`src/rtl/blastit_pkg.sv`:
```
// Shared definitions for the seven-segment scan multiplexer.
//   - Digit entry layout: {en, sign, dp, val[3:0]}
//   - Hex segment table (bits 6:0 = g..a, active-high)
//   - Scan FSM state type
package blastit_pkg;

    localparam int ENTRY_W  = 7;
    localparam int EN_BIT   = 6;
    localparam int SIGN_BIT = 5;
    localparam int DP_BIT   = 4;
    localparam int VAL_W    = 4;

    // A sign-marked digit lights only segment g.
    localparam logic [6:0] SEG_MINUS = 7'h40;

    localparam logic [6:0] HEX_SEG [16] = '{
        7'h3F, 7'h06, 7'h5B, 7'h4F, 7'h66, 7'h6D, 7'h7D, 7'h07,
        7'h7F, 7'h6F, 7'h77, 7'h7C, 7'h39, 7'h5E, 7'h79, 7'h71
    };

    typedef enum logic [0:0] {
        ST_BLANK = 1'b0,
        ST_DWELL = 1'b1
    } scan_state_e;

    function automatic logic [6:0] hex_seg(input logic [VAL_W-1:0] v);
        return HEX_SEG[v];
    endfunction

endpackage

```
`src/rtl/sseg_decode.sv`:
```
// Combinational digit-entry to segment decoder.
// Ports:
//   entry : in  7-bit {en, sign, dp, val[3:0]}
//   seg   : out 8-bit segments, bit7 = dp, bits6:0 = g..a
// The en bit is not used here; gating is done by the scan logic.
module sseg_decode
    import blastit_pkg::*;
(
    input  logic [ENTRY_W-1:0] entry,
    output logic [7:0]         seg
);

    // Select minus-sign or hex glyph, then attach the decimal point.
    always_comb begin
        seg = 8'h00;
        if (entry[SIGN_BIT]) begin
            seg[6:0] = SEG_MINUS;
        end else begin
            seg[6:0] = hex_seg(entry[VAL_W-1:0]);
        end
        seg[7] = entry[DP_BIT];
    end

endmodule

```
`src/rtl/sseg_scan_mux.sv`:
```
// Multi-bank seven-segment scan multiplexer with per-bank PWM brightness.
// Ports:
//   clk, reset         : clock, synchronous active-high reset
//   wr, wr_bank,
//   wr_digit, wr_val   : shadow digit write
//   bright_wr,
//   bright_bank,
//   bright_val         : per-bank brightness write (takes effect immediately)
//   dwell, blank       : on-phase / blank-phase length minus 1, in cycles
//   sseg               : registered segments (bit7 = dp)
//   oe                 : registered one-hot digit enable, bit = bank*DIGITS+digit
//   frame_tick         : one-cycle pulse when the scan wraps to index 0
// Digit writes land in a shadow file which is copied to the displayed
// (active) file on the wrap cycle, so a frame never shows a torn update.
module sseg_scan_mux
    import blastit_pkg::*;
#(
    parameter int BANKS      = 4,
    parameter int DIGITS     = 4,
    parameter int PWM_BITS   = 8,
    parameter int DWELL_BITS = 8,
    parameter int BLANK_BITS = 4
) (
    input  logic                                    clk,
    input  logic                                    reset,
    input  logic                                    wr,
    input  logic [((BANKS > 1) ? $clog2(BANKS) : 1)-1:0]   wr_bank,
    input  logic [((DIGITS > 1) ? $clog2(DIGITS) : 1)-1:0] wr_digit,
    input  logic [ENTRY_W-1:0]                      wr_val,
    input  logic                                    bright_wr,
    input  logic [((BANKS > 1) ? $clog2(BANKS) : 1)-1:0]   bright_bank,
    input  logic [PWM_BITS-1:0]                     bright_val,
    input  logic [DWELL_BITS-1:0]                   dwell,
    input  logic [BLANK_BITS-1:0]                   blank,
    output logic [7:0]                              sseg,
    output logic [BANKS*DIGITS-1:0]                 oe,
    output logic                                    frame_tick
);

    localparam int NDIG   = BANKS * DIGITS;
    localparam int IDX_W  = (NDIG > 1) ? $clog2(NDIG) : 1;
    localparam int BANK_W = (BANKS > 1) ? $clog2(BANKS) : 1;
    localparam int CNT_W  = (DWELL_BITS > BLANK_BITS) ? DWELL_BITS : BLANK_BITS;
    localparam logic [IDX_W-1:0] LAST_IDX = IDX_W'(NDIG - 1);

    logic [ENTRY_W-1:0]  shadow_r     [NDIG];
    logic [ENTRY_W-1:0]  active_r     [NDIG];
    logic [ENTRY_W-1:0]  shadow_nxt_s [NDIG];
    logic [PWM_BITS-1:0] bright_r     [BANKS];

    scan_state_e         state_r;
    logic [IDX_W-1:0]    index_r;
    logic [CNT_W-1:0]    cnt_r;
    logic [CNT_W-1:0]    lim_r;
    logic [PWM_BITS-1:0] pwm_r;
    logic [7:0]          sseg_r;
    logic [NDIG-1:0]     oe_r;
    logic                frame_tick_r;

    logic [CNT_W-1:0]    limit_live_s;
    logic [CNT_W-1:0]    limit_s;
    logic                phase_done_s;
    logic                wrap_s;
    logic [BANK_W-1:0]   cur_bank_s;
    logic [ENTRY_W-1:0]  cur_entry_s;
    logic                pwm_on_s;
    logic                disp_s;
    logic [7:0]          seg_s;

    // Shadow file after this cycle's write; also the source of the wrap copy,
    // so a write on the wrap cycle is part of the new frame.
    always_comb begin
        for (int i = 0; i < NDIG; i++) begin
            if (wr && (int'(wr_bank) < BANKS) && (int'(wr_digit) < DIGITS) &&
                ((int'(wr_bank) * DIGITS + int'(wr_digit)) == i)) begin
                shadow_nxt_s[i] = wr_val;
            end else begin
                shadow_nxt_s[i] = shadow_r[i];
            end
        end
    end

    // Phase length is taken from the live input on the first cycle of a
    // phase and held in lim_r for the rest of it.
    always_comb begin
        if (state_r == ST_BLANK) begin
            limit_live_s = CNT_W'(blank);
        end else begin
            limit_live_s = CNT_W'(dwell);
        end
        if (cnt_r == {CNT_W{1'b0}}) begin
            limit_s = limit_live_s;
        end else begin
            limit_s = lim_r;
        end
        phase_done_s = (cnt_r == limit_s);
        wrap_s       = (state_r == ST_DWELL) && phase_done_s && (index_r == LAST_IDX);
    end

    // Current digit, its bank brightness and the display gate.
    always_comb begin
        cur_bank_s  = BANK_W'(int'(index_r) / DIGITS);
        cur_entry_s = active_r[index_r];
        pwm_on_s    = (pwm_r < bright_r[cur_bank_s]);
        disp_s      = (state_r == ST_DWELL) && cur_entry_s[EN_BIT] && pwm_on_s;
    end

    sseg_decode u_decode (
        .entry (cur_entry_s),
        .seg   (seg_s)
    );

    // Digit register files and brightness table.
    always_ff @(posedge clk) begin
        if (reset) begin
            for (int i = 0; i < NDIG; i++) begin
                shadow_r[i] <= {ENTRY_W{1'b0}};
                active_r[i] <= {ENTRY_W{1'b0}};
            end
            for (int b = 0; b < BANKS; b++) begin
                bright_r[b] <= {PWM_BITS{1'b0}};
            end
        end else begin
            for (int i = 0; i < NDIG; i++) begin
                shadow_r[i] <= shadow_nxt_s[i];
                if (wrap_s) begin
                    active_r[i] <= shadow_nxt_s[i];
                end
            end
            if (bright_wr && (int'(bright_bank) < BANKS)) begin
                bright_r[bright_bank] <= bright_val;
            end
        end
    end

    // Scan FSM, PWM counter and registered pin drivers.
    always_ff @(posedge clk) begin
        if (reset) begin
            state_r      <= ST_BLANK;
            index_r      <= {IDX_W{1'b0}};
            cnt_r        <= {CNT_W{1'b0}};
            lim_r        <= {CNT_W{1'b0}};
            pwm_r        <= {PWM_BITS{1'b0}};
            sseg_r       <= 8'h00;
            oe_r         <= {NDIG{1'b0}};
            frame_tick_r <= 1'b0;
        end else begin
            pwm_r <= pwm_r + PWM_BITS'(1);
            if (cnt_r == {CNT_W{1'b0}}) begin
                lim_r <= limit_live_s;
            end
            if (phase_done_s) begin
                cnt_r <= {CNT_W{1'b0}};
                case (state_r)
                    ST_BLANK: state_r <= ST_DWELL;
                    ST_DWELL: begin
                        state_r <= ST_BLANK;
                        if (index_r == LAST_IDX) begin
                            index_r <= {IDX_W{1'b0}};
                        end else begin
                            index_r <= index_r + IDX_W'(1);
                        end
                    end
                    default: state_r <= ST_BLANK;
                endcase
            end else begin
                cnt_r <= cnt_r + CNT_W'(1);
            end
            frame_tick_r <= wrap_s;
            if (disp_s) begin
                oe_r   <= {{(NDIG-1){1'b0}}, 1'b1} << index_r;
                sseg_r <= seg_s;
            end else begin
                oe_r   <= {NDIG{1'b0}};
                sseg_r <= 8'h00;
            end
        end
    end

    assign sseg       = sseg_r;
    assign oe         = oe_r;
    assign frame_tick = frame_tick_r;

endmodule

```
`config.mk`:
```
export PLATFORM = sky130hd
export DESIGN_NAME = sseg_scan_mux
export DESIGN_NICKNAME = d
export VERILOG_FILES = /design/src/rtl/blastit_pkg.sv /design/src/rtl/sseg_decode.sv /design/src/rtl/sseg_scan_mux.sv
export SDC_FILE = /design/constraint.sdc
export NUM_CORES = 1
export LEC_CHECK = 0
export CAP_MARGIN = 20
export CORE_AREA = 4 4 168 170
export CTS_CLUSTER_DIAMETER = 30
export DETAILED_ROUTE_END_ITERATION = 10
export DIE_AREA = 0 0 172 174
export PLACE_DENSITY = 0.7
export SYNTH_ARGS = -nofsm -noshare
export SYNTH_HDL_FRONTEND = slang
export SYNTH_SLANG_ARGS = --single-unit
```
`constraint.sdc`:
```
create_clock -name clk -period 6.4 [get_ports clk]
set_input_delay 1.28 -clock clk [delete_from_list [all_inputs] [get_ports clk]]
set_output_delay 1.28 -clock clk [all_outputs]
set_load 0.005 [all_outputs]
```
[Word level (Yosys, flattened, before mapping)]
Memory sizes are Yosys's and may differ from the RTL's. A register that Yosys moved wholly into a read port is not among the register bits.
Index checks and enable logic that the tools add are counted.
Operators by class
  $add $sub $neg: 4
  magnitude comparators: 2
  eq/ne operators: 17
  shift-type cells: 1
  mux-type cells: 71
  bitwise gates (word level): 35
  reduce and logical (&&, ||, !) cells: 27
Operator list (count)
  $mux W7: 51
  $eq A32 B5 Y1 const B: 7
  $eq A32 B4 Y1 const B: 4
  $eq A32 B3 Y1 const B: 2
  $eq A32 B2 Y1 const B: 1
  $logic_not A32 Y1: 1
  $or A1 B1 Y1: 32
  $mux W8: 3
  $logic_and A1 B1 Y1: 20
  $add A8 B1 Y8 const B: 2
  $shl A1 B4 Y16 const A: 1
  $mux W4: 3
  $mux W1: 10
  $eq A8 B8 Y1: 1
  $logic_not A8 Y1: 1
  $lt A8 B8 Y1: 1
  $reduce_or A8 Y1: 1
  $mux W2: 3
  $add A4 B2 Y5: 1
  $eq A5 B4 Y1 const B: 1
  $ge A5 B5 Y1 const B: 1
  $not A4 Y5: 1
  $add A4 B1 Y4 const B: 1
  $eq A4 B4 Y1 const B: 1
  5 further kinds: 7
Storage, ports and cells
  bits in registers: 54
  RAM bits: 256
  ROM bits: 112
  output and inout port bits: 25
  logic and storage cells: 170
  memories: 4
Memories
  (name not given): words 16, width 7, rd ports 1, clocked after Yosys merged registers in 0, write ports 0, line blastit_pkg.sv:27  | return HEX_SEG[v];
  active_r: words 16, width 7, rd ports 1, clocked after Yosys merged registers in 1, write ports 16, line sseg_scan_mux.sv:47  | logic [ENTRY_W-1:0] active_r [NDIG];
  shadow_r: words 16, width 7, rd ports 16, clocked after Yosys merged registers in 0, write ports 16, line sseg_scan_mux.sv:46  | logic [ENTRY_W-1:0] shadow_r [NDIG];
  bright_r: words 4, width 8, rd ports 1, clocked after Yosys merged registers in 1, write ports 4, line sseg_scan_mux.sv:49  | logic [PWM_BITS-1:0] bright_r [BANKS];

[Logic depth before layout (Yosys ltp)]
  depth after elaboration: 9
  depth in mapped cells: 12

[Cells and area by module]
Synthesis repeated with hierarchy kept, for this count alone.
Second synthesis, totals
  cell total of the unflattened synthesis: 1022
  area total of the unflattened synthesis: 13261.5 µm²
By module, submodules not included
  sseg_scan_mux: times used 1, cells each 982, area each 12921.1 µm²
  sseg_decode: times used 1, cells each 40, area each 340.3 µm²

[Worst setup path after synthesis]
Ideal clock, no wire load.
  kind: input to register
  start point: input dwell[1]
  end point: memory active_r[0][0], enable pin
  arrival: 5193 ps
  setup slack: 732 ps
  stages on the path: 6
  buffers on the path: 0
  cell sequence: mux2i_1 > o22ai_1 > a2111oi_0 > o2111a_1 > nand4_4 > or2b_1
RTL lines
  start: declaration: line sseg_scan_mux.sv:33  | input logic [DWELL_BITS-1:0] dwell,
  end: declaration: line sseg_scan_mux.sv:47

==> results.toml <==
[status]
outcome = "finished, final reports clean"

[power]
p_leak_nw = 5.79
p_per_area_nw_per_um2 = 366
power_switching_mw = 1.47
sw_frac_of_total_pct = 25.0
power.total_mw = 5.88
intPower_mw = 4.41
power.share.clock_pct = 52.1
pwr-share-seq_pct = 38.3
vdd_drop_max_v = 0.000223
share_comb_of_total_power_pct = 9.6

[min_path]
hold_path.class = "reg -> reg"

[yosys]
synth_edf_count = 144
synth-async-reset-ratio_pct = 0
syn_area_sq_um = 13200
synth_cells = 1018
ys.warnings.count = 0
ys_seq_area_share_pct = 58.7
synth_nets = 1078
synth_area_per_cell_sq_um = 12.9
synth_cell_type_count = 64
ys_seq_elements = 314
ys.flop_type = "dfxtp_1"

[worst_setup_path]
crit_arrival_ns = 4.33
critPathKind = "in -> reg"
critPathLaunchType = "primary input"
required_ns = 6.61
worst-path-max-fanout = 45
end_kind = "register"

[timing]
post-route-period-util_pct = 64.5
setup_viol = 0
hold_viol = 0
rsz0062_at_grt = "no"
finClkSkew_ns = 0.0325
slew_headroom_pct = 24.5
setup_tns_ns = 0
clock.fmax_ghz = 0.242
min_period_ns = 4.13
tightest_slew_ns = 1.13
slew_violations = 0

[finish]
nets = 1153
regArea_sq_um = 7730
final_area_sq_um = 16100
fillers = 2134
multi_input_area_sq_um = 5060
stdcell_count = 1485
final_common_cell = "dfxtp_1"
final_util_pct = 60.2
final_cell_mix = "dfxtp_1, nor2_1, edfxtp_1"
antenna_cells = 0
syn2layout_area_growth_pct = 22.3
drive_gt1_share_pct = 20.5

[die]
die_area_sq_um = 29900
rows = 60
initial_utilization_pct = 49.2
core_sq_um = 26700
die_h_um = 174
die_w_um = 172
ios = 62

[placement]
dp_cells = 1371
portBuffers = 61
gp_congestion = 0.819
dp.final_hpwl_um = 16800
dpl_cell_area_sq_um = 14000

[route]
vias = 8097
avgRoutedWirePerCell_um = 18.1
routed_wl_um = 26900
drc = 0
drt_pass1_iterations = 7
drt_iter0_drc = 639
via_per_inst = 5.45
ant_nets = 0

[clocking]
cts.sinks = 314
numCtsBuffers = 60
htreeDepth = 2
clockBufferDepth = 3
cts_resized = 0
cts_tree = "built"
clk_pin_slew_worst_paths_ns = 0.05
clkLatencyLatePin_ns = 0.58
cts-root-buf = "clkbuf_16"
ctsHoldBuffers = 0
cts_setup_buffers = 0

[grt]
grt_max_degree = 77
antenna_found_initial = 0
grt_pass1_vias = 8154
grt_pass1_wl_um = 43500
overflow = 0
gr-usage-all-layers_pct = 18.1

[flow_run]
maxCapViolations = 0
## worst max-delay path, stage by stage
cell	delay, ns
clkdlybuf4s50_1	0.40
mux2i_1	0.24
o22ai_1	0.11
a2111oi_0	0.61
o2111a_1	0.48
nand4_4	0.26
or2b_4	0.40
buf_4	0.51
## path summary, 6_finish.rpt
check	start	to	slack, ns	cells after the start
max	dwell[1]	active_r[15][5]$_DFFE_PP_	2.27	8
min	lim_r[7]$_SDFF_PP0_	lim_r[7]$_SDFF_PP0_	0.48	2
max reg2reg	state_r$_SDFFE_PP0N_	active_r[15][5]$_DFFE_PP_	2.48	7
min reg2reg	lim_r[7]$_SDFF_PP0_	lim_r[7]$_SDFF_PP0_	0.48	2
## cell usage after synthesis (all sizes together), types with 4 or more instances
master	n	area (sq um)
a21oi	16	80.1
a221oi	4	35.0
a22oi	6	45.0
and2	42	263
and3	5	32.5
buf	14	113
clkbuf	48	180
dfxtp	170	3400
edfxtp	144	4320
ha	23	288
inv	21	78.8
mux2i	121	1210
mux4	38	856
nand2	18	67.6
nand2b	9	56.3
nand3	21	105
nand4	5	46.3
nor2	148	558
nor2b	7	43.8
nor3	83	726
nor3b	7	52.6
nor4b	4	35.0
xnor2	8	70.1
xor2	5	43.8
## power groups by stage
stage	Combinational [mW]	Sequential, mW	Clock (mW)
final	0.566	2.25	3.07
after global routing	0.619	2.26	3.23
after detailed placement	0.564	2.29	0
after global placement	0.556	2.29	0
after CTS	0.569	2.25	3.11
after floorplan	0.428	2.26	0
## routing by layer
layer / GRT usage (%) / wire, um / up-vias
met2: 28.9 / 12900 / 241
met5: 0 / 0 / -
met3: 4.69 / 1710 / 47
met1: 24.5 / 11900 / 3950
met4: 5.08 / 463 / 0
li1: - / - / 3859
## sequential cells by signal, indices dropped and copies added, names as in the netlist, named ones only
| register | count |
|---|---|
| shadow_r | 112 |
| lim_r | 8 |
| state_r | 1 |
| sseg | 8 |
| bright_r | 32 |
| index_r | 4 |
| cnt_r | 8 |
| pwm_r | 8 |
| frame_tick | 1 |
| oe | 16 |
| active_r | 112 |
## layout make-up
cell class,count,area share (%)
clock buffers,74,10.1
clock inverters,39,2.65
inverters,21,0.490
multi-input cells,621,31.5
flip-flops and latches,314,48.0
well taps,341,2.65
repair buffers,75,4.60
## cells by family after synthesis
group	count (synthesis)	synth area share, %
xor gates and xnor gates	13	0.865
and+or+nand+nor	362	15.9
muxes	162	16.0
AOI/OAI and AO/OA	61	3.56
DFF	314	58.7
buffers and inverters	83	2.82
adders and majority gates	23	2.19
## stage by stage
stage          setup slack [ns]  hold WS [ns]
6_report                   2.27         0.476
5_1_grt                    2.12         0.501
4_1_cts                    2.28         0.481
3_5_place_dp               1.71         0.473
3_3_place_gp               1.81         0.460
2_1_floorplan             0.732         0.437
No activity file was read; power rests on OpenSTA's default activity.
